--- src/rtl/pwm_bank_ctrl.sv ---
// Multi-channel PWM generator with a write-only register bank, clock prescaler,
// run/stop control and duty double-buffering that updates at the period wrap.
module pwm_bank_ctrl #(
    parameter int unsigned CHANNELS = 16,
    parameter int unsigned RES      = 8
) (
    input  logic                clk,
    input  logic                rst_n,
    input  logic                wr_en,
    input  logic [6:0]          wr_addr,
    input  logic [7:0]          wr_data,
    output logic [CHANNELS-1:0] out,
    output logic                period_start
);

    localparam int unsigned NBYTES  = CHANNELS / 8;
    localparam int unsigned MAX_INT = (1 << RES) - 2;
    localparam logic [RES-1:0] CNT_MAX = RES'(MAX_INT);

    logic [CHANNELS-1:0]          oe_q, oe_d;
    logic [CHANNELS-1:0]          pe_q, pe_d;
    logic [7:0]                   presc_q, presc_d;
    logic                         run_q, run_d;
    logic                         inv_q, inv_d;
    logic [CHANNELS-1:0][RES-1:0] shadow_q, shadow_d;
    logic [CHANNELS-1:0][RES-1:0] active_q, active_d;
    logic [7:0]                   pcnt_q, pcnt_d;
    logic [RES-1:0]               cnt_q, cnt_d;
    logic [CHANNELS-1:0]          out_q, out_d;
    logic                         ps_q, ps_d;
    logic                         tick;
    logic                         wrap;

    // Register write decode; unmapped addresses fall through untouched
    always_comb begin
        oe_d     = oe_q;
        pe_d     = pe_q;
        presc_d  = presc_q;
        run_d    = run_q;
        inv_d    = inv_q;
        shadow_d = shadow_q;
        if (wr_en) begin
            for (int k = 0; k < NBYTES; k++) begin
                if (wr_addr == 7'(k))      oe_d[8*k +: 8] = wr_data;
                if (wr_addr == 7'(16 + k)) pe_d[8*k +: 8] = wr_data;
            end
            if (wr_addr == 7'h20) presc_d = wr_data;
            if (wr_addr == 7'h21) begin
                run_d = wr_data[0];
                inv_d = wr_data[1];
            end
            for (int i = 0; i < CHANNELS; i++) begin
                if (wr_addr == 7'(64 + i)) shadow_d[i] = wr_data[RES-1:0];
            end
        end
    end

    // Prescaler, period counter and duty transfer; stopped state forwards writes at once
    always_comb begin
        tick   = run_q && (pcnt_q >= presc_q);
        wrap   = tick && (cnt_q == CNT_MAX);
        pcnt_d = (!run_q || tick) ? 8'd0 : pcnt_q + 8'd1;
        cnt_d  = cnt_q;
        if (!run_q || wrap) begin
            cnt_d = '0;
        end else if (tick) begin
            cnt_d = cnt_q + RES'(1);
        end
        ps_d     = wrap;
        active_d = active_q;
        for (int i = 0; i < CHANNELS; i++) begin
            if (!run_q) begin
                active_d[i] = shadow_d[i];
            end else if (wrap) begin
                active_d[i] = shadow_q[i];
            end
        end
    end

    // Per-channel output function from the current counter and registers
    always_comb begin
        out_d = '0;
        for (int i = 0; i < CHANNELS; i++) begin
            out_d[i] = oe_q[i] & ((pe_q[i] ? (cnt_q < active_q[i]) : 1'b1) ^ inv_q);
        end
    end

    always_ff @(posedge clk or negedge rst_n) begin
        if (!rst_n) begin
            oe_q     <= '0;
            pe_q     <= '0;
            presc_q  <= '0;
            run_q    <= 1'b1;
            inv_q    <= 1'b0;
            shadow_q <= '0;
            active_q <= '0;
            pcnt_q   <= '0;
            cnt_q    <= '0;
            out_q    <= '0;
            ps_q     <= 1'b0;
        end else begin
            oe_q     <= oe_d;
            pe_q     <= pe_d;
            presc_q  <= presc_d;
            run_q    <= run_d;
            inv_q    <= inv_d;
            shadow_q <= shadow_d;
            active_q <= active_d;
            pcnt_q   <= pcnt_d;
            cnt_q    <= cnt_d;
            out_q    <= out_d;
            ps_q     <= ps_d;
        end
    end

    assign out          = out_q;
    assign period_start = ps_q;

endmodule
--- config.mk ---
export PLATFORM = sky130hd
export DESIGN_NAME = pwm_bank_ctrl
export DESIGN_NICKNAME = d
export VERILOG_FILES = /design/src/rtl/pwm_bank_ctrl.sv
export SDC_FILE = /design/constraint.sdc
export NUM_CORES = 1
export LEC_CHECK = 0
export CAP_MARGIN = 0
export CORE_MARGIN = 5
export CORE_UTILIZATION = 25
export DETAILED_ROUTE_END_ITERATION = 6
export PLACE_DENSITY_LB_ADDON = 0.15
export SYNTH_ARGS = -nofsm -noshare
export SYNTH_HDL_FRONTEND = slang
export SYNTH_SLANG_ARGS = --single-unit
--- constraint.sdc ---
create_clock -name clk -period 3.1 [get_ports clk]
set_clock_uncertainty 0.2 [all_clocks]
set_input_delay 0.93 -clock clk [delete_from_list [all_inputs] [get_ports clk]]
set_output_delay 0.93 -clock clk [all_outputs]
set_load 0.005 [all_outputs]
# After elaboration in Yosys (flattened, before gate mapping)
# Cells that the tools add are included.
[classes]
reduce_logical = 13
order_cmp = 17
add_sub_neg = 2
bitwise = 32
mux = 68
eq_ne = 23
[op_table]
columns = ["op", "n"]
rows = [
  ["two-way mux 8 bit", 51],
  ["< comparator 8 bit", 16],
  ["two-way mux 128 bit", 1],
  ["equality test 7 bit (second input constant)", 16],
  ["adder 8 x 1 -> 8 bit (second input constant)", 2],
  ["bitwise AND 1 bit", 16],
  ["two-way mux 1 bit", 16],
  ["bitwise XOR 1 bit", 16],
  ["equality test 7 x 5 -> 1 bit (second input constant)", 2],
  ["equality test 7 x 6 -> 1 bit (second input constant)", 2],
  ["AND reduction 2 bit", 6],
  ["equality test 8 bit (second input constant)", 1],
  ["greater-or-equal comparator 8 bit", 1],
  ["equality test 7 x 1 -> 1 bit (second input constant)", 1],
  ["zero test 7 bit", 1],
  ["logical AND 1 bit", 2],
  ["logical OR 1 bit", 2],
  ["!= test 2 x 1 -> 1 bit (second input constant)", 1],
  ["nonzero test 2 bit", 1],
  ["zero test 1 bit", 1],
]
[totals]
ff_bits = 331
wordCells = 198

# Logic depth before layout (Yosys ltp)
# Gate-level depths: netlist (run 1).
[logic_depth]
word_depth = 5
mapped_depth = 9
mapped_depth_nobuf = 7

# Worst setup path before layout (run 1)
# Ideal clock, no wire load.
[synth_path]
path_type = "in2reg"
from = "input wr_addr[2]"
to = "register active_q[13] in the netlist's numbering"
slack_ps = 444
required_ps = 2759
t_arrival_ps = 2315
path_stages = 7
path_cell_list = "buf_2 > or3b_1 > nor2_1 > nand2_1 > buf_2 > a211oi_1 > a31oi_1"
[synth_between]
elab_chain_len = 4
[synth_rtl]
columns = ["element", "line_no", "source"]
rows = [
  ["start: declaration", "10", "input logic [6:0] wr_addr,"],
  ["equality test 7 bit", "53", "if (wr_addr == 7'(64 + i)) shadow_d[i] = wr_data[RES-1:0];"],
  ["two-way mux 8 bit", "53", ""],
  ["two-way mux 128 bit", "42", "if (wr_en) begin"],
  ["two-way mux 8 bit", "72", "if (!run_q) begin"],
  ["end signal: assignment", "108", "active_q <= active_d;"],
  ["end: declaration", "26", "logic [CHANNELS-1:0][RES-1:0] active_q, active_d;"],
]
# Every way passes these cells.
# A chain may end at the register's enable or synchronous reset.

# Final worst setup path (run 1)
[layout_path]
from = "register pcnt_q[0]"
to = "register cnt_q[3]"
[layout_between]
elab_chain_len = 5
word_cells_on_any_way = 6
classes_between = "1 x order compare; 1 x mux; 4 x reduce/logical"
[layout_rtl]
columns = ["element", "line_no", "source"]
rows = [
  ["start: declaration", "27", "logic [7:0] pcnt_q, pcnt_d;"],
  ["start signal: assignment", "109", "pcnt_q <= pcnt_d;"],
  ["greater-or-equal comparator 8 bit *", "60", "tick = run_q && (pcnt_q >= presc_q);"],
  ["logical AND 1 bit *", "60", ""],
  ["logical AND 1 bit", "61", "wrap = tick && (cnt_q == CNT_MAX);"],
  ["logical OR 1 bit", "64", "if (!run_q || wrap) begin"],
  ["two-way mux 8 bit or nonzero test 2 bit (tied branches)", "--", ""],
  ["end signal: assignment", "110", "cnt_q <= cnt_d;"],
  ["end: declaration", "28", "logic [RES-1:0] cnt_q, cnt_d;"],
]
# Every way passes the cells marked *; elsewhere a longest branch is shown, timed or not.

==> results of run 1 <==
==> report_power, final <==
group          total (µW)  leakage (µW)  switching (µW)  internal [µW]
combinational        2090       0.00408            1330            761
sequential           5020       0.00447             247           4780
clock                4790      0.000654            1950           2830
==> final timing paths <==
| path | cells after the start | end | start |
|---|---|---|---|
| worst min-delay path | 1 | pcnt_q[1] | rst_n |
| min in group clk | 1 | out[4] | oe_q[4] |
| max in group asynchronous | 2 | shadow_q[1] | rst_n |
| worst min register to register | 1 | out[4] | oe_q[4] |
| worst max-delay path | 8 | cnt_q[3] | pcnt_q[0] |
| worst max register to register | 8 | cnt_q[3] | pcnt_q[0] |
==> through the flow <==
step	util, %	instances	hold WS (ps)	worst slack, ps	power, µW
after CTS	30.4	2730	117	282	12100
after floorplan	-	1713	247	444	6340
after global routing	30.4	2730	157	139	12500
final	30.4	2732	131	282	11900
after detailed placement	28.5	2657	272	-157	7200
after global placement	28.5	2657	270	-136	7160
==> final cells by class <==
class	instances	area (µm²)
Sequential cell	331	8290
Antenna cell	2	5.00
Tap cell	931	1160
Clock buffer	63	1240
Timing Repair Buffer	127	1490
Multi-Input combinational cell	1137	8220
Inverter	131	492
Fill cell	7141	48000
Clock inverter	10	81.3
==> sequential cells by signal, summed over array words and instances, names as in the netlist <==
register and count:
out 16, pe_q 16, period_start 1, active_q 128
presc_q 8, run_q 1, oe_q 16, shadow_q 128
pcnt_q 8, cnt_q 8, inv_q 1
==> cells in the mapped netlist, types with 12 or more instances <==
| cell | count |
|---|---|
| a211o_1 | 12 |
| nand2b_1 | 25 |
| dfrtp_1 | 330 |
| a31oi_1 | 129 |
| a21oi_1 | 36 |
| ha_1 | 123 |
| nor2_1 | 143 |
| a21o_1 | 14 |
| and2_1 | 20 |
| nand3_1 | 140 |
| nor3_1 | 12 |
| nand2_1 | 32 |
| clkbuf_1 | 73 |
| and3_1 | 16 |
| o21a_1 | 12 |
| buf_2 | 26 |
| mux2_2 | 161 |
| o21ai_0 | 151 |
| inv_1 | 131 |
==> layer usage <==
metal / wire [µm] / GRT usage (%) / vias to the layer above / part of all wire [%]
li1: - / - / 6253 / -
met1: 27700 / 21.5 / 6866 / 49
met2: 25300 / 23.9 / 267 / 45
met3: 2220 / 2.11 / 78 / 3.9
met4: 1180 / 3.93 / 0 / 2.1
met5: 0 / 0 / - / 0
==> placed cells by master (no fill, tap or decap), types with 3 or more instances in the layout <==
| cell type | Yosys | final |
|---|---|---|
| o21ai_0 | 151 | 151 |
| inv_1 | 131 | 131 |
| or3_1 | 3 | 3 |
| clkbuf_1 | 73 | 11 |
| o211ai_1 | 6 | 6 |
| clkbuf_16 | 0 | 43 |
| nand4_1 | 6 | 6 |
| a211o_1 | 12 | 12 |
| a211oi_1 | 8 | 8 |
| mux2i_1 | 6 | 6 |
| a21oi_1 | 36 | 36 |
| nor3b_1 | 4 | 4 |
| dfrtp_1 | 330 | 330 |
| clkbuf_8 | 0 | 9 |
| o32ai_1 | 10 | 10 |
| clkinv_2 | 0 | 7 |
| clkdlybuf4s50_1 | 0 | 33 |
| o21a_1 | 12 | 12 |
| and3_1 | 16 | 16 |
| and2_1 | 20 | 20 |
| ha_1 | 123 | 123 |
| a2111oi_0 | 10 | 10 |
| nor2_1 | 143 | 143 |
| nor3_1 | 12 | 12 |
| mux2_2 | 161 | 161 |
| nor2b_1 | 3 | 3 |
| a21o_1 | 14 | 14 |
| o2111ai_1 | 10 | 10 |
| buf_4 | 4 | 57 |
| nand2_1 | 32 | 32 |
| xnor2_1 | 11 | 11 |
| nand2b_1 | 25 | 25 |
| buf_12 | 0 | 36 |
| nand3_1 | 140 | 140 |
| xor2_1 | 5 | 5 |
| a21boi_0 | 6 | 6 |
| a31oi_1 | 129 | 129 |
==> worst register-to-register path, cell delays in order (launching register included) <==
cell and delay, ps:
dfrtp_1 450, inv_1 70, ha_1 260, nand2b_1 150, a2111oi_2 580, o31a_4 270
buf_12 300, o21ai_0 280, a21boi_0 180
==> logic make-up (layout without fill, tap and decap cells) <==
family / after synthesis / count (layout) / share of synthesized area [%]
adder cells (fa/ha/maj): 123 / 123 / 8.82
flip-flops: 331 / 331 / 47.5
other: 0 / 2 / 0
buffers and inverters: 245 / 331 / 5.58
AO/OA/AOI/OAI: 410 / 410 / 14.4
XOR/XNOR: 16 / 16 / 0.803
multiplexers: 168 / 168 / 10.8
AND/OR/NAND/NOR: 420 / 420 / 12.1
==> results.cfg, run 1 <==
[outcome]
outcome = finished, final reports clean

[timing]
fmax_ghz = 0.355
finalMaxSlewViolations = 0
setup_viol = 0
relSlewSlack_pct = 46.7
tns_ps = 0
finalHoldViolCount = 0
post-route-period-util_pct = 90.9
worst_slew_pin_slew_ps = 800
rsz0062_at_grt = false
fin_crit_ps = 2820

[floorplanning]
pin_count = 35
dieWidth_um = 274
die_area_um2 = 75200
core-area_um2 = 68900
fp-row-count = 96
start_util_pct = 25.3
die_h_um = 274

[clocking]
cts_sinks = 331
cts_max_level = 2
cts_resized = 0
hold_buffers = 0
cts_buffer_depth = 3
cts_setup_buffers = 0
cts-root-buf = clkbuf_16
clk_pin_slew_ps = 60
clk_latency_ps = 570
cts_tree = yes
cts_buffers = 42

[placed_design]
place_congestion = 0.779
place_area_um2 = 19700
dp_hpwl_um = 32700
port_buffers = 34

[critical_path]
path_buf_inv = 2
critPathLaunchType = flip-flop
required_ps = 3380
critPathTopFamily = compound AO/OA/AOI/OAI gates
worst-path-max-fanout = 77
critPathMaxStageDelay_ps = 580
crit_type = flip-flop to flip-flop
critPathArrivalTime_ps = 3100
cp-end-kind = flip-flop
cp_slowest_cell = a2111oi_2
reg2reg_slack_ps = 280
path_cells = inv_1, ha_1, nand2b_1, a2111oi_2, o31a_4, buf_12, o21ai_0, a21boi_0

[synthesis]
ys_ff_latch = 331
ys_types = 55
syn-mean-instance-area_um2 = 10.2
syn_inst = 1713
yosysSeqAreaShare_pct = 47.5
synth-edff-count = 0
synth.area.top_cells = dfrtp_1, mux2_2, ha_1
netlist_area_um2 = 17500
synth_top_area_share_pct = 47.3
synth-async-reset-ratio_pct = 100
syn-num-nets = 1854
synth_top_cell_by_area = dfrtp_1
yosys_warnings = 0
ys.flop_type = dfrtp_1

[drt]
num_vias = 13500
drtIter0Drc = 961
wl_um = 56400
wire_per_inst_um = 20.7
antenna_left = 0
first_pass_iters = 5
via_per_inst = 4.93
drcViolationCount = 0

[grt]
grt_pass1_vias = 14000
antenna_found_initial = 5
grt_max_degree = 78
grt_overflow = 0
grt_pass1_wl_um = 87100
grt_usage_pct = 15.0

[finish]
area_growth_pct = 20.2
design_area_um2 = 21000
final_nets = 1911
drive_gt1_share_pct = 18.5

[run]
drv_cap = 0

[power_and_ir_drop]
p_per_area_nw_per_um2 = 567
p_leak_uw = 0.00920
irDropWorstVdd_mv = 0.349

[hold_path]
worstHoldPathType = input port to async pin
No activity file was read; power rests on OpenSTA's default activity.
==> run 2, diff against run 1 <==
- RECOVER_POWER: unset -> 50
==> results.cfg, run 2 (synthesis results as in run 1) <==
[outcome]
outcome = complete, but fails checks
violations = capacitance limit, slew limit

[placed_design]
place_congestion = 0.779
place_area_um2 = 19700
dp_hpwl_um = 32700
port_buffers = 34
dp.cells = 2657

[critical_path]
cp-end-kind = flip-flop
cp_common_cell = clkbuf_1
cp_slowest_cell = dfrtp_1
critPathArrivalTime_ps = 3100
path_cells = clkbuf_1, clkbuf_1, ha_1, o211ai_1, a21oi_1, mux2i_1
path_buf_inv = 2
critPathMaxStageDelay_ps = 830
crit_type = flip-flop to flip-flop
critPathLaunchType = flip-flop
worst-path-max-fanout = 10
critPathTopFamily = buffers and inverters
required_ps = 3330

[finish]
area_growth_pct = 20.1
drive_gt1_share_pct = 18.3
layout_common_cells = dfrtp_1, mux2_2, o21ai_0, nor2_1, nand3_1
final_cells = 2732
design_area_um2 = 21000
largestRegisters = active_q: 128 flops, shadow_q: 128 flops
final_nets = 1911
final_common_cell = dfrtp_1

[power_and_ir_drop]
p_per_area_nw_per_um2 = 568
fin_total_pwr_uw = 11900
p_leak_uw = 0.00918
irDropWorstVdd_mv = 0.350

[timing]
tns_ps = 0
finalHoldViolCount = 0
relSlewSlack_pct = -27.5
finalHoldWorstSlack_ps = 280
post-route-period-util_pct = 92.5
worst_slew_pin_slew_ps = 1910
fin_crit_ps = 2870
setup_viol = 0
finalMaxSlewViolations = 53
fmax_ghz = 0.349
rsz0062_at_grt = false

[clocking]
cts_max_level = 2
clk_latency_ps = 570
hold_buffers = 0
clk_pin_slew_ps = 60
cts_sinks = 331
cts_resized = 0
cts_tree = yes
cts_setup_buffers = 0
cts_buffers = 42
cts_buffer_depth = 3
cts-root-buf = clkbuf_16

[floorplanning]
die_h_um = 274
pin_count = 35
dieWidth_um = 274
core-area_um2 = 68900
fp-row-count = 96
start_util_pct = 25.3
die_area_um2 = 75200

[run]
drv_cap = 1

[drt]
via_per_inst = 4.95
first_pass_iters = 6
num_vias = 13500
drcViolationCount = 0
wire_per_inst_um = 20.7
wl_um = 56500
drtIter0Drc = 968
antenna_left = 0

[hold_path]
worstHoldPathType = flip-flop to flip-flop

[grt]
grt_pass1_vias = 14000
grt_overflow = 0
antenna_found_initial = 5
grt_pass1_wl_um = 87100
grt_usage_pct = 15.0
grt_max_degree = 78
## run 2: cell count changes in the layout (fill, tap and decap cells not counted), sizes merged
cell | previous run | this run
dlygate4sd3 | 0 | 1
clkdlybuf4s50 | 33 | 32
buf | 94 | 89
clkbuf | 63 | 68
## run 2: worst paths after layout
kind / endpoint / depth (start not counted) / startpoint / slack, ps
max: out[8] / 6 / cnt_q[3] / 230
min: out[4] / 1 / oe_q[4] / 280
max reg2reg: out[8] / 6 / cnt_q[3] / 230
min reg2reg: out[4] / 1 / oe_q[4] / 280
max in group asynchronous: shadow_q[109] / 2 / rst_n / 690
min in group asynchronous: pcnt_q[1] / 1 / rst_n / 690
## run 2: final cells by class
class / count / area [µm²]
fillers: 7144 / 48000
flip-flops and latches: 331 / 8290
multi-input cells: 1137 / 8220
repair buffers: 127 / 1470
clock buffers: 63 / 1240
well taps: 931 / 1160
inverters: 131 / 492
clock inverters: 10 / 81.3
diodes: 2 / 5.00
## run 2: routing by layer
metal	wire length, µm	track usage [%]	up-vias
li1	-	-	6258
met1	27600	21.5	6893
met2	25300	23.9	292
met3	2390	2.11	79
met4	1180	3.93	0
met5	0	0	-
## run 2: stage by stage
step | setup WS [ps] | util (%)
4_1_cts | 282 | 30.4
3_3_place_gp | -136 | 28.5
3_5_place_dp | -157 | 28.5
6_report | 231 | 30.4
2_1_floorplan | 444 | -
5_1_grt | 130 | 30.4
## run 2: power breakdown
part           total [µW]  internal [µW]  leakage (µW)  switching, µW
Sequential           5020           4780       0.00447            248
Clock                4790           2830      0.000654           1950
Combinational        2090            759       0.00406           1330
